<file path="src/rtl/game_flow_controller_if.sv">
// Level-facing and renderer-facing signals of the game sequencer.
// The controller uses the master modport; a level/renderer model uses the slave modport.
interface game_flow_controller_if;
  logic       level_win;
  logic       level_lose;
  logic       level_reset_n;
  logic       play_enable;
  logic [1:0] level_select;
  logic [1:0] lives;
  logic [2:0] game_state;
  logic       banner_active;

  modport master (
    input  level_win, level_lose,
    output level_reset_n, play_enable, level_select, lives, game_state, banner_active
  );

  modport slave (
    output level_win, level_lose,
    input  level_reset_n, play_enable, level_select, lives, game_state, banner_active
  );
endinterface

</file>
<file path="src/rtl/game_flow_controller.sv">
// Game sequencer: title -> load -> play -> clear/death banners -> game over/victory.
// Owns lives, the active level index and the banner timing; all outputs decode from registers.
module game_flow_controller #(
  parameter int NUM_LEVELS         = 3,
  parameter int START_LIVES        = 3,
  parameter int LEVEL_RESET_CYCLES = 4,
  parameter int BANNER_CYCLES      = 50000000
) (
  input  logic                  vga_clock,
  input  logic                  reset,
  input  logic                  start_button,
  game_flow_controller_if.master bus
);

  typedef enum logic [2:0] {
    TITLE       = 3'd0,
    LOAD        = 3'd1,
    PLAY        = 3'd2,
    LEVEL_CLEAR = 3'd3,
    DEATH       = 3'd4,
    GAME_OVER   = 3'd5,
    VICTORY     = 3'd6
  } state_t;

  localparam logic [31:0] LOAD_LAST   = 32'(LEVEL_RESET_CYCLES - 1);
  localparam logic [31:0] BANNER_LAST = 32'(BANNER_CYCLES - 1);
  localparam logic [1:0]  LAST_LEVEL  = 2'(NUM_LEVELS - 1);
  localparam logic [1:0]  FULL_LIVES  = 2'(START_LIVES);

  state_t      state, state_next;
  logic [31:0] counter, counter_next;
  logic [1:0]  level, level_next;
  logic [1:0]  lives_q, lives_next;
  logic        first_play, first_play_next;
  logic        sync0, sync1, prev;
  logic        start_pulse;

  // Two-flop synchroniser plus a delayed copy: one pulse per button press.
  assign start_pulse = sync1 & ~prev;

  // NOTE: state registers use non-blocking assignments so every flop samples pre-edge values.
  always_ff @(posedge vga_clock) begin
    if (reset) begin
      state      <= TITLE;
      counter    <= '0;
      level      <= '0;
      lives_q    <= FULL_LIVES;
      first_play <= 1'b0;
      sync0      <= 1'b0;
      sync1      <= 1'b0;
      prev       <= 1'b0;
    end else begin
      state      <= state_next;
      counter    <= counter_next;
      level      <= level_next;
      lives_q    <= lives_next;
      first_play <= first_play_next;
      sync0      <= start_button;
      sync1      <= sync0;
      prev       <= sync1;
    end
  end

  // NOTE: every signal written here gets a default first, so no path can infer a latch.
  always_comb begin
    state_next      = state;
    counter_next    = counter;
    level_next      = level;
    lives_next      = lives_q;
    first_play_next = 1'b0;

    case (state)
      TITLE: begin
        if (start_pulse) begin
          level_next   = '0;
          lives_next   = FULL_LIVES;
          counter_next = '0;
          state_next   = LOAD;
        end
      end

      LOAD: begin
        if (counter == LOAD_LAST) begin
          counter_next    = '0;
          first_play_next = 1'b1;
          state_next      = PLAY;
        end else begin
          counter_next = counter + 32'd1;
        end
      end

      PLAY: begin
        // The level's flags are still settling from reset on the first cycle.
        if (!first_play) begin
          if (bus.level_win) begin
            counter_next = '0;
            state_next   = LEVEL_CLEAR;
          end else if (bus.level_lose) begin
            counter_next = '0;
            lives_next   = (lives_q == 2'd0) ? 2'd0 : lives_q - 2'd1;
            state_next   = DEATH;
          end
        end
      end

      LEVEL_CLEAR: begin
        if (counter == BANNER_LAST) begin
          counter_next = '0;
          if (level == LAST_LEVEL) begin
            state_next = VICTORY;
          end else begin
            level_next = level + 2'd1;
            state_next = LOAD;
          end
        end else begin
          counter_next = counter + 32'd1;
        end
      end

      DEATH: begin
        if (counter == BANNER_LAST) begin
          counter_next = '0;
          state_next   = (lives_q == 2'd0) ? GAME_OVER : LOAD;
        end else begin
          counter_next = counter + 32'd1;
        end
      end

      GAME_OVER, VICTORY: begin
        if (start_pulse) state_next = TITLE;
      end

      default: state_next = TITLE;
    endcase
  end

  // The level stays out of reset during banners so its last frame remains visible.
  assign bus.level_reset_n = (state == PLAY) || (state == LEVEL_CLEAR) || (state == DEATH);
  assign bus.play_enable   = (state == PLAY);
  assign bus.banner_active = (state == LEVEL_CLEAR) || (state == DEATH);
  assign bus.level_select  = level;
  assign bus.lives         = lives_q;
  assign bus.game_state    = state;

endmodule
</file>
<file path="src/flat_wrapper.sv">
// flat-port wrapper written by rule: the top's interface ports become plain ports
module game_flow_controller_flat 
#(
  parameter int NUM_LEVELS         = 3,
  parameter int START_LIVES        = 3,
  parameter int LEVEL_RESET_CYCLES = 4,
  parameter int BANNER_CYCLES      = 50000000
)
  (vga_clock, reset, start_button, bus_level_win, bus_level_lose, bus_level_reset_n, bus_play_enable, bus_level_select, bus_lives, bus_game_state, bus_banner_active);
  game_flow_controller_if bus_i ();
  input  logic vga_clock;
  input  logic reset;
  input  logic start_button;
  input wire logic [$bits(bus_i.level_win)-1:0] bus_level_win;
  input wire logic [$bits(bus_i.level_lose)-1:0] bus_level_lose;
  output wire logic [$bits(bus_i.level_reset_n)-1:0] bus_level_reset_n;
  output wire logic [$bits(bus_i.play_enable)-1:0] bus_play_enable;
  output wire logic [$bits(bus_i.level_select)-1:0] bus_level_select;
  output wire logic [$bits(bus_i.lives)-1:0] bus_lives;
  output wire logic [$bits(bus_i.game_state)-1:0] bus_game_state;
  output wire logic [$bits(bus_i.banner_active)-1:0] bus_banner_active;
  assign bus_i.level_win = bus_level_win;
  assign bus_i.level_lose = bus_level_lose;
  assign bus_level_reset_n = bus_i.level_reset_n;
  assign bus_play_enable = bus_i.play_enable;
  assign bus_level_select = bus_i.level_select;
  assign bus_lives = bus_i.lives;
  assign bus_game_state = bus_i.game_state;
  assign bus_banner_active = bus_i.banner_active;
  game_flow_controller #(.NUM_LEVELS(NUM_LEVELS), .START_LIVES(START_LIVES), .LEVEL_RESET_CYCLES(LEVEL_RESET_CYCLES), .BANNER_CYCLES(BANNER_CYCLES)) u_core (.vga_clock(vga_clock), .reset(reset), .start_button(start_button), .bus(bus_i));
endmodule
</file>
<file path="config.mk">
export PLATFORM = sky130hd
export DESIGN_NAME = game_flow_controller_flat
export DESIGN_NICKNAME = d
export VERILOG_FILES = /design/src/rtl/game_flow_controller_if.sv /design/src/rtl/game_flow_controller.sv /design/src/flat_wrapper.sv
export SDC_FILE = /design/constraint.sdc
export NUM_CORES = 1
export LEC_CHECK = 0
export CAP_MARGIN = 10
export CORE_ASPECT_RATIO = 0.9
export CORE_MARGIN = 2
export CORE_UTILIZATION = 45
export DETAILED_ROUTE_END_ITERATION = 6
export PLACE_DENSITY = 0.66
export SLEW_MARGIN = 5
export SYNTH_ARGS = -nofsm -noshare
export SYNTH_HDL_FRONTEND = slang
export SYNTH_SLANG_ARGS = --single-unit
</file>
<file path="constraint.sdc">
create_clock -name vga_clock -period 2.2 [get_ports vga_clock]
set_input_delay 0.44 -clock vga_clock [delete_from_list [all_inputs] [get_ports vga_clock]]
set_output_delay 0.44 -clock vga_clock [all_outputs]
set_load 0.05 [all_outputs]
</file>
==> run_results.csv, run 1 <==
group,metric,value,unit
outcome,status,"complete, no violations",
layout,nNetsFinal,364,
route,viasPerCell,5.70,
grt,antenna_found_initial,0,
floorplan,io_pins,15,
logic_synthesis,syn_area,2350,um^2
layout,fin_util,62.9,%
route,routed_wl,6.18,mm
floorplan,die_w,80.2,um
sta,fin_crit_sh,97.4,%
logic_synthesis,synth_nets,304,
layout,drive_gt1_share,24.0,%
logic_synthesis,avgSynthCellArea,7.91,um^2
worst_setup_path,reg2reg_to,"u_core.bus.game_state[1]",
cts,clockRootBuffer,"clkbuf_8",
sta,setup_violations,0,
route,vias,2409,
floorplan,rows,24,
worst_setup_path,endpoint,"u_core.bus.game_state[1]",
layout,final_cell_mix,"buf_4 (52), nor2_1 (46), dfxtp_1 (36), nand2_1 (26), nand3_1 (18)",
floorplan,initial_core_util,47.7,%
cts,clkTransAtPathRegs,0.08,ns
floorplan,die_h,72.5,um
floorplan,dieArea,5810,um^2
cts,cts_hold_buffers,0,
worst_setup_path,ff2ff_setup_slack,0.06,ns
sta,fin_skew,0.00721,ns
cts,cts.sinks,43,
logic_synthesis,synth_edf_count,0,
placed_design,dp.cells,413,
worst_setup_path,worst_setup_path_start_kind,"register",
pwr,peakVddDrop,0.592,mV
logic_synthesis,ys.flop_type,"dfxtp_1",
cts,worstSkewPairLatency,0.30,ns
floorplan,coreArea,4920,um^2
route,ant_nets,0,
grt,overflow,0,
sta,fin_crit,2.14,ns
run,cap_violations,0,
layout,layout_commonest_cell,"buf_4",
sta,setup_ws,0.0563,ns
layout,syn2layout_area_growth,32.0,%
pwr,power.density,767,nW/um^2
sta,hold_viol_final,0,
grt,track_usage,22.5,%
logic_synthesis,ys_warn_count,0,
layout,diodes,0,
layout,fin_cells,423,
layout,seq_area,872,um^2
route,drc,0,
logic_synthesis,ys_seq_area_share,36.7,%
cts,cts_buffer_depth,2,
pwr,p_leak,0.00113,uW
logic_synthesis,async_reset_ff_share,0,%
hold_path,hp-class,"register to register",
worst_setup_path,required,2.43,ns
sta,slew-limit-headroom,56.0,%
worst_setup_path,worstReg2RegStart,"u_core.counter[3]",
sta,rsz0062_at_grt,"yes",
placed_design,gp_congestion,0.874,
grt,grt_max_degree,21,
sta,slew_violations,0,
sta,tightest_slew,0.654,ns
route,drt-wirelength-per-cell,14.6,um
layout,fillers,435,
grt,grt_pass1_wl,10.2,mm
logic_synthesis,syn_inst,297,
cts,cts_htree_levels,2,
cts,cts_tree,"built",
route,drt_iter0_drc,162,
logic_synthesis,synth-seq-cells,43,
placed_design,portBuffers,14,
route,drt_first_pass_iters,4,
worst_setup_path,worstSetupStartpoint,"u_core.counter[3]",
logic_synthesis,ys_types,50,
grt,grt_pass1_vias,2237,
worst_setup_path,cp-end-kind,"register",
layout,multi_input_area,1490,um^2
worst_setup_path,worst_r2r_path_depth,6,
worst_setup_path,critPathKind,"register to register",
worst_setup_path,critPathArrivalTime,2.37,ns
placed_design,dp_hpwl,4.56,mm
cts,cts_buffers,5,
worst_setup_path,cp_max_fo,4,
sta,max_freq,466,MHz
placed_design,pre_cts_slack,-0.120,ns
[per-stage QoR]
step	power [uW]	cell area (um^2)	TNS [ns]	hold slack [ns]
after floorplan	1420	2370	-0.000133	0.414
after global placement	1870	2940	-4.87	0.435
after detailed placement	1890	2940	-1.27	0.431
after CTS	2380	3050	0	0.456
after global routing	2500	3100	-0.0936	0.482
final	2380	3100	0	0.457
[report_power, final]
group          switching, uW  internal, uW
Sequential              40.8           816
Clock                    256           223
Combinational            587           455
Total                    884          1490
[final cells by class]
type / count / area share (%)
clock buffer: 7 / 2.46
timing repair buffer: 65 / 17.8
sequential: 43 / 28.1
clock inverter: 1 / 0.161
multi-input combinational: 235 / 48.0
tap: 65 / 2.62
inverter: 7 / 0.848
[state kept, by name (all words and copies together), names as in the netlist]
| signal | count |
|---|---|
| u_core.prev | 1 |
| u_core.sync1 | 1 |
| u_core.first_play | 1 |
| u_core.sync0 | 1 |
| u_core.counter | 32 |
| u_core.bus.lives | 2 |
| u_core.bus.level_select | 2 |
| u_core.bus.game_state | 3 |
[cell families (layout without fill, tap and decap cells)]
group,count (synthesis),in the layout,share of synthesized area (%)
simple gates,164,164,36.0
compound gates,47,47,14.4
flops,43,43,36.7
buf+inv,19,80,3.25
xor+xnor,15,15,5.59
mux,7,7,3.09
fa+ha+maj,2,2,1.07
[cell usage after synthesis (3+ instances only)]
library cell / instances / area (um^2)
nand2_1: 27 / 101
a22o_1: 3 / 26.3
nor2_1: 46 / 173
a211oi_1: 3 / 22.5
inv_1: 7 / 26.3
nand3_1: 18 / 90.1
nor4_1: 9 / 56.3
nor2b_1: 6 / 37.5
mux2i_1: 5 / 50.1
nand3b_1: 3 / 22.5
nand2b_1: 5 / 31.3
clkbuf_1: 7 / 26.3
nor3_1: 12 / 60.1
xnor2_1: 13 / 114
o21ai_0: 4 / 20.0
dfxtp_1: 43 / 861
or4_1: 5 / 37.5
and2_1: 3 / 18.8
buf_2: 4 / 20.0
o31ai_1: 4 / 30.0
a21oi_1: 10 / 50.1
and3_1: 4 / 25.0
a31oi_1: 6 / 37.5
nand4_1: 15 / 93.8
[per-layer routing]
metal	global-route usage (%)	part of all wire (%)
met5	0	0
met4	6.78	0
met3	3.86	6.4
met2	34.4	46
met1	32.5	48
[critical path, stage by stage, from the launching register on]
cell,delay (ns)
dfxtp_2,0.32
buf_4,0.13
or4_4,0.50
o31ai_4,0.31
nand4_2,0.15
or4_1,0.54
a21oi_1,0.12
[timing repair]
action | in CTS | in global routing
setup buffers | 0 | 2
pin swaps | 5 | 4
endpoints found under the setup margin | 5 | 11
gates resized for setup | 5 | 9
[worst min-delay path by stage]
stage	from	end	slack [ns]	cells after the start
after detailed placement	u_core.sync0	u_core.sync1	0.43	1
final	u_core.sync0	u_core.sync1	0.46	1
after global routing	u_core.sync0	u_core.sync1	0.48	1
after floorplan	u_core.sync0	u_core.sync1	0.41	1
after CTS	u_core.sync0	u_core.sync1	0.46	1
after global placement	u_core.sync0	u_core.sync1	0.43	1
Note: power is estimated with default switching activity, not from simulation.
==> run 2: changes to the inputs <==
--- a/config.mk
+++ b/config.mk
@@ -5,9 +5,7 @@
 export SDC_FILE = /design/constraint.sdc
 export NUM_CORES = 1
 export LEC_CHECK = 0
-export CAP_MARGIN = 10
 export CORE_ASPECT_RATIO = 0.9
-export CORE_MARGIN = 2
 export CORE_UTILIZATION = 45
 export DETAILED_ROUTE_END_ITERATION = 6
 export PLACE_DENSITY = 0.66
==> run_results.csv, run 2 (same netlist as run 1, synthesis figures left out) <==
group,metric,value,unit
run,cap_violations,0,
route,drt_first_pass_iters,4,
layout,final_cell_mix,"buf_4 (47), nor2_1 (46), dfxtp_1 (37), nand2_1 (26), nand3_1 (18)",
worst_setup_path,critPathArrivalTime,2.39,ns
hold_path,hp-class,"register to register",
sta,slew_violations,0,
worst_setup_path,required,2.44,ns
cts,cts_htree_levels,2,
sta,fin_crit_sh,97.8,%
layout,layout_commonest_cell,"buf_4",
grt,track_usage,24.3,%
placed_design,dp_hpwl,4.48,mm
floorplan,rows,24,
placed_design,portBuffers,14,
sta,rsz0062_at_grt,"yes",
route,vias,2387,
sta,hold_viol_final,0,
layout,syn2layout_area_growth,32.0,%
outcome,status,"complete, no violations",
floorplan,die_h,70.5,um
cts,cts_hold_buffers,0,
layout,largest_reg_flops,32,
layout,nNetsFinal,360,
cts,cts_buffer_depth,2,
sta,fin_crit,2.15,ns
worst_setup_path,worst_setup_path_start_kind,"register",
grt,grt_pass1_vias,2212,
route,ant_nets,0,
sta,final.setup.tns,0,ns
floorplan,initial_core_util,47.7,%
placed_design,gp_congestion,0.898,
worst_setup_path,critPathKind,"register to register",
pwr,p_leak,0.00112,uW
cts,worstSkewPairLatency,0.30,ns
pwr,power.density,789,nW/um^2
pwr,peakVddDrop,0.504,mV
worst_setup_path,cp-end-kind,"register",
sta,max_freq,465,MHz
route,drc,0,
cts,cts_buffers,5,
cts,clkTransAtPathRegs,0.08,ns
sta,fin_skew,0.00307,ns
worst_setup_path,worst_r2r_path_depth,6,
grt,antenna_found_initial,0,
cts,clockRootBuffer,"clkbuf_8",
floorplan,dieArea,5510,um^2
cts,cts_tree,"built",
sta,tightest_slew,0.696,ns
layout,fin_util,62.9,%
route,viasPerCell,5.70,
cts,cts.sinks,43,
floorplan,die_w,78.2,um
layout,diodes,0,
floorplan,coreArea,4920,um^2
sta,slew-limit-headroom,53.3,%
floorplan,io_pins,15,
grt,grt_max_degree,21,
grt,overflow,0,
route,drt-wirelength-per-cell,14.8,um
worst_setup_path,cp_max_fo,6,
grt,grt_pass1_wl,10.5,mm
placed_design,pre_cts_slack,-0.278,ns
route,routed_wl,6.19,mm
sta,setup_ws,0.0495,ns
route,drt_iter0_drc,124,
hold_path,whs_path_depth,1,
layout,drive_gt1_share,23.2,%
layout,regMostFlops,"u_core.counter",
sta,setup_violations,0,
-- run 2: critical path: stages, from the launching register on --
cell	delay [ns]
dfxtp_2	0.33
buf_6	0.12
or4_4	0.51
o31ai_4	0.32
nand4_2	0.14
or4_1	0.52
a21oi_1	0.15
-- run 2: area by class of cell --
class                   instances  area, um^2
fillers                       456        1830
flip-flops and latches         43         871
clock buffers                   8         100
multi-input cells             235        1500
inverters                       7        26.3
repair buffers                 61         524
well taps                      65        81.3
-- run 2: layer usage --
metal / up-vias / part of all wire (%) / global-route usage (%)
met4: 0 / 1.7 / 10.9
met1: 1133 / 50 / 34.1
met3: 10 / 4.7 / 5.55
li1: 1192 / - / -
met5: - / 0 / 0
met2: 52 / 43 / 35.5
-- run 2: worst paths after layout --
path | from | endpoint | slack, ns
min | u_core.sync0 | u_core.sync1 | 0.46
max reg2reg | u_core.counter[4] | u_core.bus.game_state[1] | 0.05
max | u_core.counter[4] | u_core.bus.game_state[1] | 0.05
min reg2reg | u_core.sync0 | u_core.sync1 | 0.46
-- run 2: what timing repair did --
item | 4_1_cts | 5_1_grt
endpoints found under the setup margin | 7 | 30
buffers inserted | 0 | 1
pin swaps | 1 | 7
resized for setup | 5 | 10
-- run 2: power by group --
group / internal [uW] / total [uW] / switching [uW]
Combinational: 433 / 1010 / 572
Clock: 287 / 564 / 278
Sequential: 816 / 876 / 60.4
-- run 2: stage by stage --
step,instances,hold WS [ns],power (uW),instance area [um^2]
floorplan,297,0.414,1420,2370
global placement,410,0.436,1840,2920
detailed placement,410,0.446,1850,2920
CTS,418,0.461,2430,3050
global route,419,0.478,2570,3100
finish,419,0.456,2450,3100
==> run 3: changes to the inputs <==
--- a/config.mk
+++ b/config.mk
@@ -8,6 +8,8 @@
 export CORE_ASPECT_RATIO = 0.9
 export CORE_UTILIZATION = 45
 export DETAILED_ROUTE_END_ITERATION = 6
+export GPL_TIMING_DRIVEN = 0
+export HOLD_SLACK_MARGIN = 0.1
 export PLACE_DENSITY = 0.66
 export SLEW_MARGIN = 5
 export SYNTH_ARGS = -nofsm -noshare
==> run_results.csv, run 3 (same netlist as run 1, synthesis figures left out) <==
group,metric,value,unit
placed_design,gp_congestion,0.833,
pwr,p_total,2600,uW
layout,drive_gt1_share,27.3,%
layout,seq_area,878,um^2
cts,cts.sinks,43,
worst_setup_path,worstReg2RegStart,"u_core.counter[1]",
route,viasPerCell,5.97,
sta,tightest_slew,0.620,ns
cts,cts_buffers,5,
worst_setup_path,cp.depth,9,
sta,fin_crit,2.26,ns
route,drt_first_pass_iters,5,
sta,slew_violations,0,
cts,clkTransAtPathRegs,0.08,ns
worst_setup_path,worst_setup_path_start_kind,"register",
worst_setup_path,worst_r2r_path_depth,9,
pwr,peakVddDrop,0.400,mV
worst_setup_path,slowest_delay,0.43,ns
sta,fin_crit_sh,103,%
worst_setup_path,cp_top_family,"simple AND/OR/NAND/NOR gates",
cts,worstSkewPairLatency,0.29,ns
floorplan,io_pins,15,
pwr,p_leak,0.00107,uW
worst_setup_path,required,2.42,ns
layout,nNetsFinal,343,
sta,slew-limit-headroom,58.5,%
worst_setup_path,crit_buf_inv,2,
layout,diodes,0,
worst_setup_path,critPathArrivalTime,2.48,ns
route,drt-wirelength-per-cell,17.2,um
worst_setup_path,crit_slowest_cell,"or4_4",
placed_design,portBuffers,14,
worst_setup_path,cp-end-kind,"register",
cts,cts_buffer_depth,2,
pwr,power.density,808,nW/um^2
outcome,status,"finished, violations left",
sta,max_freq,442,MHz
grt,grt_pass1_wl,10.3,mm
floorplan,die_w,78.2,um
layout,syn2layout_area_growth,37.2,%
layout,regMostFlops,"u_core.counter",
grt,grt_max_degree,13,
route,routed_wl,6.92,mm
route,ant_nets,0,
worst_setup_path,critPathKind,"register to register",
placed_design,pre_cts_slack,-0.668,ns
sta,fin_skew,0.00796,ns
worst_setup_path,ff2ff_setup_slack,-0.06,ns
grt,overflow,0,
route,vias,2399,
layout,multi_input_area,1730,um^2
cts,cts_htree_levels,2,
sta,setup_ws,-0.0614,ns
sta,rsz0062_at_grt,"yes",
layout,largest_reg_flops,32,
grt,track_usage,23.8,%
route,drt_iter0_drc,283,
route,drc,0,
floorplan,initial_core_util,47.7,%
cts,cts_tree,"built",
floorplan,rows,24,
run,cap_violations,0,
grt,grt_pass1_vias,2163,
sta,hold_viol_final,0,
floorplan,die_h,70.5,um
layout,final_cell_mix,"nor2_1 (36), dfxtp_1 (33), nand2_1 (25), nand3_1 (17), nand4_1 (15)",
hold_path,hp-class,"register to register",
worst_setup_path,worstPathCellList,"ha_4 > nand3_4 > or2_4 > buf_12 > o41ai_4 > buf_4 > nand4_4 > or4_4 > a21oi_2",
placed_design,dp_hpwl,4.18,mm
sta,holdWs,0.458,ns
hold_path,worstHoldStart,"u_core.sync0",
sta,setup_violations,13,
grt,antenna_found_initial,0,
floorplan,coreArea,4920,um^2
floorplan,dieArea,5510,um^2
outcome,violations,"negative setup slack",
hold_path,whs_path_depth,1,
worst_setup_path,cp_max_fo,3,
layout,layout_commonest_cell,"nor2_1",
cts,clockRootBuffer,"clkbuf_8",
layout,fillers,411,
worst_setup_path,worstSetupStartpoint,"u_core.counter[1]",
-- run 3: worst paths after layout --
kind,endpoint
hold / removal,u_core.sync1
setup / recovery,u_core.bus.game_state[1]
hold reg to reg,u_core.sync1
setup reg to reg,u_core.bus.game_state[1]
-- run 3: layer usage --
| layer | track usage (%) | share of wire, % | vias to the layer above |
|---|---|---|---|
| met5 | 0 | 0 | - |
| met4 | 10.7 | 2.3 | 0 |
| met3 | 3.87 | 5.4 | 17 |
| met2 | 35.2 | 46 | 93 |
| met1 | 34.1 | 46 | 1131 |
| li1 | - | - | 1158 |
-- run 3: cell type report --
| cell class | instances | share of cell area (%) |
|---|---|---|
| well taps | 65 | 2.52 |
| flip-flops and latches | 43 | 27.3 |
| plain buffers | 11 | 2.33 |
| multi-input cells | 235 | 53.6 |
| inverters | 7 | 0.816 |
| clock buffers | 8 | 3.11 |
| repair buffers | 33 | 10.3 |
-- run 3: report_power, final --
group | internal [uW] | switching, uW
logic | 476 | 711
registers | 817 | 45.9
clock network | 287 | 267
total | 1580 | 1020
-- run 3: timing repair --
| item | in CTS | in global routing |
|---|---|---|
| setup buffers | 11 | 6 |
| hold endpoints to repair | 0 | 0 |
| setup endpoints to repair | 37 | 28 |
| gates resized for setup | 34 | 55 |
| pin swaps | 9 | 14 |
| cloned | 0 | 2 |
| hold buffers | 0 | 0 |
-- run 3: per-stage QoR --
stage	TNS [ns]	instance area (um^2)	util [%]	cells
floorplan	-0.000133	2370	-	297
global placement	-16.48	2590	52.6	376
detailed placement	-15.80	2590	52.6	376
CTS	-0.599	2880	58.5	395
global route	-1.46	3220	65.4	402
finish	-0.403	3220	65.4	402
